`src/rtl/updown_ctr_cfg_sequencer.sv`:
```
// Two-requester job sequencer for the 8-bit up/down counter: arbitrates, range-checks,
// programs PLR/ULR/LLR/CCR, pulses start and reports how the run ended.
module updown_ctr_cfg_sequencer #(
  parameter int TIMEOUT_CYC = 1024,
  parameter int TMO_W       = 11
) (
  input  logic        clk,
  input  logic        reset,
  input  logic [1:0]  req_valid,
  input  logic [31:0] req_cfg0,
  input  logic [31:0] req_cfg1,
  output logic [1:0]  req_ack,
  output logic        busy,
  output logic        done,
  output logic        done_id,
  output logic [1:0]  status,
  output logic        ctr_ncs,
  output logic        ctr_nwr,
  output logic        ctr_nrd,
  output logic [1:0]  ctr_a,
  output logic [7:0]  ctr_dout,
  output logic        ctr_start,
  input  logic        ctr_ec,
  input  logic        ctr_err
);

  typedef enum logic [3:0] {
    S_IDLE, S_CHK, S_WR_PLR, S_WR_ULR, S_WR_LLR, S_WR_CCR, S_GAP, S_START, S_RUN, S_DONE
  } state_t;

  localparam logic [1:0] ST_OK  = 2'b00;
  localparam logic [1:0] ST_ERR = 2'b01;
  localparam logic [1:0] ST_TMO = 2'b10;
  localparam logic [1:0] ST_REJ = 2'b11;

  state_t             state_reg, state_next;
  logic [31:0]        cfg_reg;
  logic               id_reg;
  logic               last_grant_reg;
  logic [TMO_W-1:0]   tmo_cnt_reg;

  logic               grant_id;
  logic [1:0]         job_status_next;
  logic               cfg_bad;

  logic [1:0]         req_ack_next;
  logic               ctr_ncs_next, ctr_nwr_next, ctr_start_next;
  logic [1:0]         ctr_a_next;
  logic [7:0]         ctr_dout_next;

  logic [7:0] plr, ulr, llr, ccr;
  assign plr = cfg_reg[31:24];
  assign ulr = cfg_reg[23:16];
  assign llr = cfg_reg[15:8];
  assign ccr = cfg_reg[7:0];
  assign cfg_bad = (plr < llr) || (plr > ulr) || (ccr == 8'd0);

  // Round-robin only matters when both requesters are waiting
  always_comb begin
    if (req_valid == 2'b11) grant_id = ~last_grant_reg;
    else                    grant_id = req_valid[1];
  end

  always_comb begin
    state_next      = state_reg;
    job_status_next = ST_OK;
    case (state_reg)
      S_IDLE:   if (|req_valid) state_next = S_CHK;
      S_CHK: begin
        if (cfg_bad) begin
          state_next      = S_DONE;
          job_status_next = ST_REJ;
        end else begin
          state_next = S_WR_PLR;
        end
      end
      S_WR_PLR: state_next = S_WR_ULR;
      S_WR_ULR: state_next = S_WR_LLR;
      S_WR_LLR: state_next = S_WR_CCR;
      S_WR_CCR: state_next = S_GAP;
      S_GAP:    state_next = S_START;
      S_START:  state_next = S_RUN;
      S_RUN: begin
        if (ctr_err) begin
          state_next      = S_DONE;
          job_status_next = ST_ERR;
        end else if (ctr_ec) begin
          state_next      = S_DONE;
          job_status_next = ST_OK;
        end else if (tmo_cnt_reg == TMO_W'(TIMEOUT_CYC - 1)) begin
          state_next      = S_DONE;
          job_status_next = ST_TMO;
        end
      end
      S_DONE:   state_next = S_IDLE;
      default:  state_next = S_IDLE;
    endcase
  end

  // Outputs are decoded from the next state so they can be registered alongside it
  always_comb begin
    req_ack_next   = 2'b00;
    ctr_ncs_next   = 1'b1;
    ctr_nwr_next   = 1'b1;
    ctr_start_next = 1'b0;
    ctr_a_next     = 2'b00;
    ctr_dout_next  = 8'd0;
    if (state_reg == S_IDLE && state_next == S_CHK)
      req_ack_next = grant_id ? 2'b10 : 2'b01;
    case (state_next)
      S_WR_PLR: begin ctr_ncs_next = 1'b0; ctr_nwr_next = 1'b0; ctr_a_next = 2'b00; ctr_dout_next = plr; end
      S_WR_ULR: begin ctr_ncs_next = 1'b0; ctr_nwr_next = 1'b0; ctr_a_next = 2'b01; ctr_dout_next = ulr; end
      S_WR_LLR: begin ctr_ncs_next = 1'b0; ctr_nwr_next = 1'b0; ctr_a_next = 2'b10; ctr_dout_next = llr; end
      S_WR_CCR: begin ctr_ncs_next = 1'b0; ctr_nwr_next = 1'b0; ctr_a_next = 2'b11; ctr_dout_next = ccr; end
      S_GAP:    ctr_ncs_next = 1'b0;
      S_START:  begin ctr_ncs_next = 1'b0; ctr_start_next = 1'b1; end
      S_RUN:    ctr_ncs_next = 1'b0;
      default:  ;
    endcase
  end

  always_ff @(posedge clk or posedge reset) begin
    if (reset) begin
      state_reg      <= S_IDLE;
      cfg_reg        <= 32'd0;
      id_reg         <= 1'b0;
      last_grant_reg <= 1'b1;
      tmo_cnt_reg    <= '0;
      req_ack        <= 2'b00;
      busy           <= 1'b0;
      done           <= 1'b0;
      done_id        <= 1'b0;
      status         <= 2'b00;
      ctr_ncs        <= 1'b1;
      ctr_nwr        <= 1'b1;
      ctr_nrd        <= 1'b1;
      ctr_a          <= 2'b00;
      ctr_dout       <= 8'd0;
      ctr_start      <= 1'b0;
    end else begin
      state_reg <= state_next;
      if (state_reg == S_IDLE && state_next == S_CHK) begin
        cfg_reg        <= grant_id ? req_cfg1 : req_cfg0;
        id_reg         <= grant_id;
        last_grant_reg <= grant_id;
      end
      // Counter is held at zero outside RUN, so it starts from zero on RUN entry
      if (state_reg == S_RUN) tmo_cnt_reg <= tmo_cnt_reg + 1'b1;
      else                    tmo_cnt_reg <= '0;
      req_ack   <= req_ack_next;
      busy      <= (state_next != S_IDLE);
      done      <= (state_next == S_DONE);
      if (state_next == S_DONE) begin
        done_id <= id_reg;
        status  <= job_status_next;
      end
      ctr_ncs   <= ctr_ncs_next;
      ctr_nwr   <= ctr_nwr_next;
      ctr_nrd   <= 1'b1;
      ctr_a     <= ctr_a_next;
      ctr_dout  <= ctr_dout_next;
      ctr_start <= ctr_start_next;
    end
  end

endmodule
```
`config.mk`:
```
export PLATFORM = sky130hd
export DESIGN_NAME = updown_ctr_cfg_sequencer
export DESIGN_NICKNAME = d
export VERILOG_FILES = /design/src/rtl/updown_ctr_cfg_sequencer.sv
export SDC_FILE = /design/constraint.sdc
export NUM_CORES = 1
export LEC_CHECK = 0
export BUFFER_PORTS_ARGS = -buffer_cell sky130_fd_sc_hd__clkbuf_2
export CORE_MARGIN = 10
export CORE_UTILIZATION = 53
export CTS_CLUSTER_SIZE = 30
export DETAILED_ROUTE_END_ITERATION = 6
export HOLD_SLACK_MARGIN = 0.02
export PLACE_DENSITY_LB_ADDON = 0.3
export SLEW_MARGIN = 5
export SYNTH_ARGS = -nofsm -noshare
export SYNTH_HDL_FRONTEND = slang
export SYNTH_SLANG_ARGS = --single-unit
```
`constraint.sdc`:
```
create_clock -name clk -period 2.6 [get_ports clk]
set_input_delay 0.13 -clock clk [delete_from_list [all_inputs] [get_ports clk]]
set_output_delay 0.13 -clock clk [all_outputs]
set_load 0.05 [all_outputs]
```
==> Word-level counts from Yosys, hierarchy flattened <==
Cells that the tools add are included.
{ "totals": {"input_bits": 70, "out_inout_bits": 21, "reg_bits": 69, "elab_cells": 68} }
{ "classes": {"eq_ne": 19, "mux": 21, "n_lt_le_gt_ge": 2, "bitwise": 1, "n_reduce_logical": 9, "add_sub_neg": 1} }
{ "ops": {"columns": ["cell", "count"], "rows": [
  ["case mux 4 bit (9 select lines)", 1],
  ["== test 4 x 3 -> 1 bit, second input constant", 8],
  ["2-to-1 mux 32 bit", 1],
  ["case mux 8 bit (4 select lines)", 1],
  ["2-to-1 mux 4 bit", 5],
  ["== test 4 x 2 -> 1 bit, second input constant", 4],
  ["== test 4 bit, second input constant", 3],
  ["2-to-1 mux 2 bit", 6],
  ["adder 11 x 1 -> 11 bit, second input constant", 1],
  ["== test 11 x 10 -> 1 bit, second input constant", 1],
  ["2-to-1 mux 11 bit", 1],
  ["== test 4 x 1 -> 1 bit, second input constant", 2],
  ["greater-than comparator 8 bit", 1],
  ["logical NOT 8 bit", 1],
  ["< comparator 8 bit", 1],
  ["OR reduction 7 bit", 1],
  ["case mux 2 bit (3 select lines)", 1],
  ["logical NOT 4 bit", 1],
  ["2-to-1 mux 1 bit", 4],
  ["case mux 2 bit (2 select lines)", 1],
  ["nonzero test 4 bit", 1],
  ["OR reduction 4 bit", 1],
  ["== test 2 bit, second input constant", 1],
  ["logical OR 1 bit", 2],
  ["3 further kinds", 3]
]} }

==> Depth between registers and ports, before layout <==
Gate-level depths: netlist of the first run.
{ "depth": {"word_depth": 8, "depth_mapped": 8, "mapped_depth_nobuf": 8} }

==> Least setup slack after synthesis of the first run <==
No wires, ideal clock.
{ "synth_timing": {"path_kind": "reg2reg", "from": "reg cfg_reg[25]", "to": "reg done_id", "path_stages_with_launch": 8, "n_path_buf": 0, "required_time_ns": 2.475, "path_slack_ns": 0.599, "synth_period_minus_slack_ns": 2.001, "t_arrival_ns": 1.876, "setup_time_ns": 0.125, "path_cell_list": "dfrtp_1 > ha_1 > nor2b_1 > o211ai_1 > a21oi_1 > nor4b_4 > o21ai_4 > mux2_4"} }
{ "synth_between": {"elab_chain_cells": 6, "elab_cells_between_ends": 7, "classes_between": "2 x order compare; 1 x eq/ne; 2 x mux; 2 x reduce/logical"} }
{ "synth_rtl": {"columns": ["element", "line", "source"], "rows": [
  ["start: declaration", "37", "logic [31:0] cfg_reg;"],
  ["start signal: assignment", "143", "cfg_reg <= grant_id ? req_cfg1 : req_cfg0;"],
  ["< comparator 8 bit or greater-than comparator 8 bit (tied branches)", "56", "assign cfg_bad = (plr < llr) || (plr > ulr) || (ccr == 8'd0);"],
  ["logical OR 1 bit (*) (2 in a row)", "56", null],
  ["2-to-1 mux 4 bit (*)", "70", "if (cfg_bad) begin"],
  ["case mux 4 bit (9 select lines) (*)", "67", "case (state_reg)"],
  ["== test 4 bit (*)", "153", "if (state_next == S_DONE) begin"],
  ["end signal: assignment", "154", "done_id <= id_reg;"],
  ["end: declaration", "15", "output logic done_id,"]
]} }
Mark *: on every way between the ends. The rest lies on a longest branch, timed or not.
A chain may end at the register's enable or synchronous reset.

==> Final worst setup path of the first run <==
{ "layout_timing": {"from": "reg cfg_reg[17]", "to": "reg ctr_dout[7]"} }
{ "layout_between": {"elab_chain_cells": 7, "elab_cells_between_ends": 10, "classes_between": "1 x order compare; 4 x eq/ne; 3 x mux; 2 x reduce/logical"} }
{ "layout_rtl": {"columns": ["element", "line", "source"], "rows": [
  ["greater-than comparator 8 bit (*)", "56", null],
  ["logical OR 1 bit (*) (2 in a row)", "56", null],
  ["2-to-1 mux 4 bit (*)", "70", null],
  ["case mux 4 bit (9 select lines) (*)", "67", null],
  ["== test 4 x 3 -> 1 bit or == test 4 x 2 -> 1 bit (tied branches)", "110", "case (state_next)"],
  ["case mux 8 bit (4 select lines) (*)", "110", null],
  ["via ctr_dout_next[7]", "49", "logic [7:0] ctr_dout_next;"],
  ["end signal: assignment", "161", "ctr_dout <= ctr_dout_next;"],
  ["end: declaration", "21", "output logic [7:0] ctr_dout,"]
]} }
Mark *: on every way through the listed nets, which the timed path passes. The rest lies on a longest branch.

==> key figures, run 1 <==
Setup path
  – Worst r2r path cells: 8
  – Worst EP required: 2.85 ns
  – Startpoint types: flip-flop
  – Worst setup EP type: flip-flop
  – Crit path arrival time: 2.49 ns
  – R2r setup slk: 0.36 ns
  – Critical path class: flip-flop to flip-flop
  – RR Endpoint: ctr_dout[7]$_DFF_PP0_
  – Crit path cell chain: inv_1, ha_1, nor2b_1, o211ai_1, a21oi_1, nor4b_4, nand3_2, o21ai_0
  – CP max stage delay: 0.51 ns
  – Slowest-stage cell, CP: nor4b_4
  – CP startpoint: cfg_reg[17]$_DFFE_PP0P_
  – Worst r2r src: cfg_reg[17]$_DFFE_PP0P_
  – Crit Path Max Fanout: 8

Hold path
  – Worst Hold End: status[0]$_DFFE_PP0P_
  – Hold wc startpoint: ctr_err
  – Min-Delay Path Class: input pin to flip-flop
  – Hold Path Cell Cnt: 3

Timing
  – Final setup vio count: 0
  – RSZ-0062 raised after global routing: no
  – Slew Viols, Final: 0
  – Period utilization: 86.21%
  – Slew @ Worst Pin: 1.163 ns
  – FMAX: 446.1 MHz
  – Setup tns final: 0 ns
  – Skew final: 0.007114 ns
  – Worst rel slew slack: between 20% and 30%
  – Fin. Hold Viols: 0
  – Final Critical Period: 2.242 ns

Pwr
  – Seq pwr share: 38.6%
  – Cell Pwr Density: between 1000 and 1500 nW/µm²
  – Sw frac: 44.87%
  – Clock share of power: between 10 and 15%
  – Leakage dissipation: about 0.0022 µW
  – Maximum vdd drop: 0.5737 mV
  – Comb power frac: 46.8%
  – Int Power: around 2700 µW
  – Pwr Total: approximately 4900 µW
  – Switch Pwr: 2182 µW

Clock network
  – CTS Buf Count: 9
  – Clock slew at reported path FFs: 0.07 ns
  – H-Tree Depth: 3
  – Worst-Skew Late Latency: 0.34 ns
  – CTS sink count: 69
  – CTS tree: done
  – Post-CTS sizing: 0
  – Post-CTS setup buffers: 0
  – Worst-case clock buffer depth: 2
  – Root buffer cell: clkbuf_8
  – Hold Buf Count CTS: 1

Floorplanning
  – DIE WIDTH: 101.7 µm
  – FP Rows: 29
  – Core area: 6422 µm²
  – Die Height: 101.7 µm
  – Die ar.: 10,340 µm²
  – Io pins: between 90 and 100
  – Starting Density: a little under three fifths

Route
  – First-pass DRT Iterations: 6
  – # DRC: 0
  – Final WL: 8.359 mm
  – Vias/cell: ~5.5
  – Vias after detailed routing: 2,874
  – Detailed Route Iter0 Violations: 192
  – WL/cell: 16.01 µm
  – Final ANT Viol Nets: 0

Logic synthesis
  – Ys Warns: 0
  – Post-Syn Nets: about 440
  – Mapped Area: 3537 µm²
  – Synth top cells by count: 66 x dfrtp_1, 47 x o21ai_0, 39 x nand2_1
  – Synthesized instance count: 350
  – FF+latch count, synth: 69
  – Synth area leader: dfrtp_1
  – Synth cell types: 44
  – Largest cells by area after synthesis: dfrtp_1 47%, mux2i_1 9.6%, o21ai_0 6.7%
  – Sequential area share after synthesis: between 40% and 50%
  – Post-synth EDFFs: 0
  – Syn_area_per_cell: 10.11 µm²
  – FFs w/ async S/R, synth: 100.0%
  – Main synth FF type: dfrtp_1
  – Post-synth top area share: 46.69%
  – Count leader, synth: dfrtp_1

Global route
  – First-pass GRT wire length: 14.24 mm
  – All-Layer GR Usage: 17.13%
  – Vias in the first global route: 3,011
  – Largest net degree at the start of global routing: between 40 and 50
  – Congestion Overflow GR: 0
  – Initial antenna violation count: 0

Cells and area
  – Nets: 526
  – Synth-to-layout area growth: 19.84%
  – Fill cells: 510
  – Max reg flops: 32
  – Share of cells above drive strength 1: 27.19%
  – # diodes: 0

Placement
  – Gpl congestion: 0.8515
  – Buffers added on ports: 89
  – DP Wirelength: 6.381 mm

Flow run
  – Max Cap Viol: 0

Outcome
  – Status: complete, no violations
==> power by group through the flow <==
stage / sequential, µW / combinational [µW] / clock (µW)
final: 1880 / 2280 / 709
after detailed placement: 1890 / 2280 / 0
after CTS: 1870 / 2300 / 727
after global placement: 1870 / 2230 / 0
after global routing: 1930 / 2590 / 768
after floorplan: 2120 / 1420 / 0
==> cells in the final DEF (no fill, tap or decap), types with 6 or more instances in the layout <==
cell type / count
inv_1: 22
ha_1: 16
a222oi_1: 8
and3_1: 6
dfrtp_1: 66
mux2i_1: 34
clkbuf_8: 9
clkbuf_2: 89
a21oi_1: 10
nand2_1: 39
nor2_1: 18
o21ai_0: 47
buf_4: 6
==> worst max path at each step <==
stage | endpoint
floorplan | done_id$_DFFE_PP0P_
global placement | ctr_dout[3]$_DFF_PP0_
detailed placement | ctr_dout[7]$_DFF_PP0_
CTS | ctr_dout[7]$_DFF_PP0_
global route | ctr_dout[6]$_DFF_PP0_
finish | ctr_dout[7]$_DFF_PP0_
==> through the flow <==
| stage | setup WS, ns | util (%) | instances | hold slack (ns) | cell area, µm² |
|---|---|---|---|---|---|
| global route | 0.2077 | 66.00 | 522 | 0.09173 | 4239 |
| CTS | 0.3835 | 66.00 | 522 | 0.05608 | 4239 |
| finish | 0.3585 | 66.00 | 522 | 0.05986 | 4239 |
| global placement | 0.4343 | 63.47 | 505 | 0.2726 | 4076 |
| floorplan | 0.5991 | - | 350 | 0.2838 | 3537 |
| detailed placement | 0.4016 | 63.47 | 505 | 0.2755 | 4076 |
==> cells by family (layout without fill, tap and decap cells) <==
group / count (synthesis) / count (layout) / share of synthesized area [%]
compound gates: 80 / 80 / 14.19
xor+xnor: 9 / 9 / 2.228
fa+ha+maj: 16 / 16 / 5.660
buf+inv: 41 / 136 / 4.669
flops: 69 / 69 / 48.92
mux: 35 / 35 / 10.05
other cells: 1 / 1 / 0.1060
simple gates: 99 / 99 / 14.18
==> critical path: cells and delay by family, from the launching register on <==
family          cells  cell delay [ns]
compound gates      3             0.52
simple gates        3             0.92
fa+ha+maj           1             0.29
flops               1             0.37
buf+inv             1             0.05
==> routing by layer <==
metal / routed length [µm] / global-route usage, %
met4: 81 / 4.730
met2: 3699 / 25.00
met3: 643 / 5.106
met1: 3934 / 24.04
met5: 0 / 0
==> final cells by class <==
type                    count  area, µm²  area share (%)
repair buffers             97      520.5           12.28
well taps                  77      96.34           2.273
clock buffers              14      142.6           3.365
multi-input cells         240       1653           38.99
flip-flops and latches     69       1730           40.82
inverters                  23      86.33           2.037
clock inverters             2      10.01          0.2361
(Power assumes the default switching activity.)
==> run 2: changes to the inputs <==
--- a/config.mk
+++ b/config.mk
@@ -6,7 +6,6 @@
 export NUM_CORES = 1
 export LEC_CHECK = 0
 export BUFFER_PORTS_ARGS = -buffer_cell sky130_fd_sc_hd__clkbuf_2
-export CORE_MARGIN = 10
 export CORE_UTILIZATION = 53
 export CTS_CLUSTER_SIZE = 30
 export DETAILED_ROUTE_END_ITERATION = 6
==> run 2 against run 1 <==
  * Largest cell class unchanged
  * Combinational power is 2% lower
  * Clock skew is 0.00090 ns lower
  * Flip-flop and latch count stayed put
  * Final cell count stayed put
  * Critical path depth stayed put
  * Clock power is 6.5% higher
  * Worst setup slack worse by 0.021 ns
  * Maximum frequency is 0.93% lower
  * Worst hold slack worse by 0.0033 ns
  * Wire length is 13% lower
==> key figures, run 2 (synthesis results as in run 1) <==
Clock network
  – Worst-case clock buffer depth: 2
  – Worst-Skew Late Latency: 0.34 ns
  – CTS Buf Count: 9
  – Root buffer cell: clkbuf_8
  – CTS sink count: 69
  – Hold Buf Count CTS: 1
  – Post-CTS setup buffers: 0
  – CTS tree: done
  – Post-CTS sizing: 0
  – H-Tree Depth: 3
  – Clock slew at reported path FFs: about 0.070 ns

Outcome
  – Status: complete, no violations

Floorplanning
  – DIE WIDTH: 83.70 µm
  – Die ar.: 7005 µm²
  – Die Height: 83.70 µm
  – FP Rows: 29
  – Core area: about 6400 µm²
  – Starting Density: 55.39%
  – Io pins: 91

Setup path
  – CP max stage delay: 0.52 ns
  – Worst EP required: 2.84 ns
  – Critical path class: flip-flop to flip-flop
  – Startpoint types: flip-flop
  – Crit path cell chain: inv_1, ha_1, nor2b_1, o211ai_1, a21oi_1, nor4b_4, nand3_2, o21ai_0
  – Crit path arrival time: about 2.5 ns
  – Slowest-stage cell, CP: nor4b_4
  – Crit Path Max Fanout: 8
  – Worst setup EP type: flip-flop

Global route
  – Vias in the first global route: 2,571
  – Met2 Use GR: between 30 and 40%
  – Met3 GRT Util: 3.956%
  – Initial antenna violation count: 0
  – Grt met1 use: ~32%
  – First-pass GRT wire length: 12.19 mm
  – All-Layer GR Usage: 22.38%
  – Largest net degree at the start of global routing: 35
  – Congestion Overflow GR: 0
  – Most used routing layer: met2

Timing
  – Final setup vio count: 0
  – Setup tns final: 0 ns
  – RSZ-0062 raised after global routing: no
  – Worst rel slew slack: 33.38%
  – Slew Viols, Final: 0
  – Final Critical Period: 2.263 ns
  – Slew @ Worst Pin: about 0.99 ns
  – Final setup margin: 0.3374 ns
  – Skew final: ~0.0062 ns
  – Period utilization: 87.02%
  – Fin. Hold Viols: 0
  – FMAX: 442.0 MHz

Cells and area
  – Fin cells: 522
  – Most common cell after layout, fill and taps aside: clkbuf_2
  – Nets: 526
  – Post-route cell area: 4258 µm²
  – Max reg flops: 32
  – Synth-to-layout area growth: 20.37%
  – Share of cells above drive strength 1: 27.42%
  – Commonest non-fill, non-tap cells in the layout: 89 x clkbuf_2, 66 x dfrtp_1, 47 x o21ai_0
  – # diodes: 0

Pwr
  – Cell Pwr Density: 1152 nW/µm²
  – Sw frac: 43.94%
  – Switch Pwr: 2155 µW
  – Comb power frac: around 46%
  – Leakage dissipation: approximately 0.0022 µW
  – Int Power: 2749 µW
  – Seq pwr share: 38.8%
  – Clock share of power: 15.4%
  – Maximum vdd drop: 0.6883 mV

Route
  – First-pass DRT Iterations: 5
  – Final WL: 7.257 mm
  – WL/cell: 13.90 µm
  – Detailed Route Iter0 Violations: 195
  – # DRC: 0
  – Final ANT Viol Nets: 0
  – Vias/cell: 5.341
  – Vias after detailed routing: 2,788

Placement
  – Buffers added on ports: 89
  – DP Wirelength: around 5.6 mm
  – Dpl cells: between 500 and 600
  – Gpl congestion: roughly 0.9
  – Post-place setup slack: 0.3790 ns
  – Placed Area: 4076 µm²

Hold path
  – Min-Delay Path Class: input pin to flip-flop

Flow run
  – Max Cap Viol: 0
[run 2: final cells by class]
cell class | instances | area (µm²)
clock inverter | 1 | 5.005
sequential | 69 | 1730
timing repair buffer | 97 | 520.5
tap | 77 | 96.34
inverter | 23 | 86.33
clock buffer | 15 | 166.4
multi-input combinational | 240 | 1653
fill | 510 | 2128
[run 2: power groups by stage]
stage,clock network [µW],registers [µW],logic (µW)
2_1_floorplan,0,2120,1420
3_3_place_gp,0,1890,2170
3_5_place_dp,0,1920,2260
4_1_cts,778,1890,2260
5_1_grt,815,1950,2520
6_report,755,1900,2240
[run 2: per-layer routing]
metal  wire length [µm]  vias up  share of wire, %
li1                   -     1410                 -
met3                453       11               6.2
met2               3221      100                44
met5                  0        -                 0
met4                130        0               1.8
met1               3451     1267                48
[run 2: path summary, 6_finish.rpt]
path                                          startpoint                    endpoint  slack (ns)  cells after the start
worst max-delay path             cfg_reg[17]$_DFFE_PP0P_       ctr_dout[6]$_DFF_PP0_        0.34                      8
min in group asynchronous                          reset     cfg_reg[21]$_DFFE_PP0P_        0.36                      3
max in group asynchronous                          reset  last_grant_reg$_DFFE_PP1P_        1.50                      4
worst min register to register  tmo_cnt_reg[0]$_DFF_PP0_    tmo_cnt_reg[0]$_DFF_PP0_        0.45                      1
worst min-delay path                             ctr_err       status[0]$_DFFE_PP0P_        0.06                      3
worst max register to register   cfg_reg[17]$_DFFE_PP0P_       ctr_dout[6]$_DFF_PP0_        0.34                      8
[run 2: through the flow]
step / power (µW) / hold slack (ns) / util (%)
5_1_grt: 5294 / 0.06664 / 66.67
3_5_place_dp: 4173 / 0.1808 / 63.83
2_1_floorplan: 3534 / 0.2838 / -
4_1_cts: 4936 / 0.04661 / 66.67
3_3_place_gp: 4057 / 0.1729 / 63.83
6_report: 4904 / 0.05659 / 66.67
[run 2: critical path, delay by kind of cell (launching register included)]
kind | cells | cell delay [ns]
simple gates | 3 | 0.90
compound gates | 3 | 0.54
flops | 1 | 0.38
fa+ha+maj | 1 | 0.30
buf+inv | 1 | 0.05
==> run 3: changes to the inputs <==
--- a/config.mk
+++ b/config.mk
@@ -10,7 +10,7 @@
 export CTS_CLUSTER_SIZE = 30
 export DETAILED_ROUTE_END_ITERATION = 6
 export HOLD_SLACK_MARGIN = 0.02
-export PLACE_DENSITY_LB_ADDON = 0.3
+export PLACE_DENSITY_LB_ADDON = 0.25
 export SLEW_MARGIN = 5
 export SYNTH_ARGS = -nofsm -noshare
 export SYNTH_HDL_FRONTEND = slang
==> run 3 against run 2 <==
  * Worst setup slack better by 0.0089 ns
  * Design area is 0.76% higher
  * Final cell count is 0.19% lower
  * Clock power is 20% higher
  * Die area stayed put
  * Combinational power hardly changed
  * Register-to-register slack hardly changed
  * Utilization is 0.51 points higher
  * Non-clock buffer count is 1 lower
  * Critical path type unchanged
  * Highest routed layer unchanged
==> key figures, run 3 (synthesis results as in run 1) <==
Clock network
  – Post-CTS setup buffers: 0
  – CTS Buf Count: 9
  – CTS tree: done
  – Worst-case clock buffer depth: 2
  – Root buffer cell: clkbuf_8
  – H-Tree Depth: 3
  – Worst-Skew Late Latency: 0.35 ns
  – Clock slew at reported path FFs: 0.07 ns
  – CTS sink count: 69

Floorplanning
  – Starting Density: 55.39%
  – Core area: 6386 µm²
  – Die Height: 83.70 µm
  – DIE WIDTH: 83.70 µm
  – Die ar.: 7005 µm²
  – FP Rows: 29
  – Io pins: 91

Timing
  – Skew final: between 0.01 and 0.015 ns
  – RSZ-0062 raised after global routing: no
  – Period utilization: 86.68%
  – FMAX: approximately 440 MHz
  – Slew @ Worst Pin: 1.066 ns
  – Final setup margin: 0.3463 ns
  – Setup tns final: 0 ns
  – Min Hold Slack: ~0.062 ns
  – Worst rel slew slack: ~28%
  – Slew Viols, Final: 0
  – Final Critical Period: 2.254 ns
  – Final setup vio count: 0
  – Fin. Hold Viols: 0

Setup path
  – Crit Path Max Fanout: 8
  – CP startpoint: cfg_reg[17]$_DFFE_PP0P_
  – Startpoint types: flip-flop
  – CP Capture Point: ctr_dout[6]$_DFF_PP0_
  – Worst r2r path cells: 8
  – Worst setup EP type: flip-flop
  – Worst r2r src: cfg_reg[17]$_DFFE_PP0P_
  – Crit path arrival time: 2.52 ns
  – Worst EP required: 2.86 ns
  – RR Endpoint: ctr_dout[6]$_DFF_PP0_
  – Critical path class: flip-flop to flip-flop
  – R2r setup slk: approximately 0.35 ns

Global route
  – First-pass GRT wire length: 12.48 mm
  – Vias in the first global route: 2,584
  – All-Layer GR Usage: 22.87%
  – Largest net degree at the start of global routing: 69
  – Congestion Overflow GR: 0
  – Initial antenna violation count: 0

Flow run
  – Max Cap Viol: 0

Route
  – # DRC: 0
  – Final ANT Viol Nets: 0
  – Vias/cell: 5.376
  – Vias after detailed routing: approximately 2.8k
  – Final WL: 7.398 mm
  – Detailed Route Iter0 Violations: 110
  – WL/cell: 14.20 µm
  – First-pass DRT Iterations: 5

Placement
  – Gpl congestion: approximately 0.82
  – Post-place setup slack: around 0.34 ns
  – Buffers added on ports: 89
  – DP Wirelength: 5.466 mm

Cells and area
  – Commonest non-fill, non-tap cells in the layout: 89 x clkbuf_2, 66 x dfrtp_1, 47 x o21ai_0
  – # diodes: 0
  – Multi-input gate area: ~1700 µm²
  – Max reg flops: 32
  – Share of cells above drive strength 1: 27.93%
  – Register Area: 1730 µm²
  – Synth-to-layout area growth: 21.29%
  – Nets: 525
  – Fill cells: about 540
  – Most common cell after layout, fill and taps aside: clkbuf_2

Pwr
  – Cell Pwr Density: 1171 nW/µm²
  – Leakage dissipation: 0.002205 µW
  – Maximum vdd drop: roughly 0.82 mV

Hold path
  – Min-Delay Path Class: input pin to flip-flop

Outcome
  – Status: complete, no violations
-- run 3: cell count changes in the layout (fill, tap and decap cells not counted), sizes merged --
cell      before  now
bufinv         0    1
clkbuf       104  102
buf            7    6
clkinvlp       0    1
-- run 3: final cells by class --
type | instances | area share (%)
clock buffer | 13 | 3.937
clock inverter | 3 | 0.9915
multi-input combinational | 240 | 38.52
inverter | 23 | 2.012
timing repair buffer | 96 | 11.96
sequential | 69 | 40.33
tap | 77 | 2.246
-- run 3: where the power goes --
group          internal, µW  switching [µW]  total (µW)
sequential             1500             368        1870
combinational           837            1420        2250
clock                   520             385         905
-- run 3: per-layer routing --
layer  track usage, %  wire [µm]  vias to the layer above
li1                 -          -                     1407
met1            34.45       3671                     1292
met3            4.253        364                       13
met2            32.08       3217                       89
met4            10.17        144                        0
met5                0          0                        -
-- run 3: critical path, cell delays in order (launching register included) --
cell	delay, ns
dfrtp_1	0.38
inv_1	0.05
ha_1	0.30
nor2b_1	0.14
o211ai_1	0.17
a21oi_1	0.13
nor4b_4	0.52
nand3_2	0.25
o21ai_0	0.22
-- run 3: worst min path at each step --
stage / startpoint / endpoint / cells after the start
2_1_floorplan: ctr_err / status[0]$_DFFE_PP0P_ / 2
3_3_place_gp: reset / cfg_reg[23]$_DFFE_PP0P_ / 2
3_5_place_dp: reset / cfg_reg[23]$_DFFE_PP0P_ / 2
4_1_cts: req_cfg0[9] / cfg_reg[9]$_DFFE_PP0P_ / 3
5_1_grt: req_cfg0[2] / cfg_reg[2]$_DFFE_PP0P_ / 3
6_report: req_cfg0[13] / cfg_reg[13]$_DFFE_PP0P_ / 3
-- run 3: through the flow --
stage | cell area [µm²] | utilization (%) | instances | power, µW
floorplan | 3537 | - | 350 | 3534
global placement | 4069 | 63.71 | 504 | 4064
detailed placement | 4069 | 63.71 | 504 | 4146
CTS | 4290 | 67.18 | 521 | 5058
global route | 4290 | 67.18 | 521 | 5422
finish | 4290 | 67.18 | 521 | 5025
-- run 3: what timing repair did --
action	4_1_cts	5_1_grt
gates resized for setup	0	0
hold buffers	1	0
hold endpoints to repair	33	0
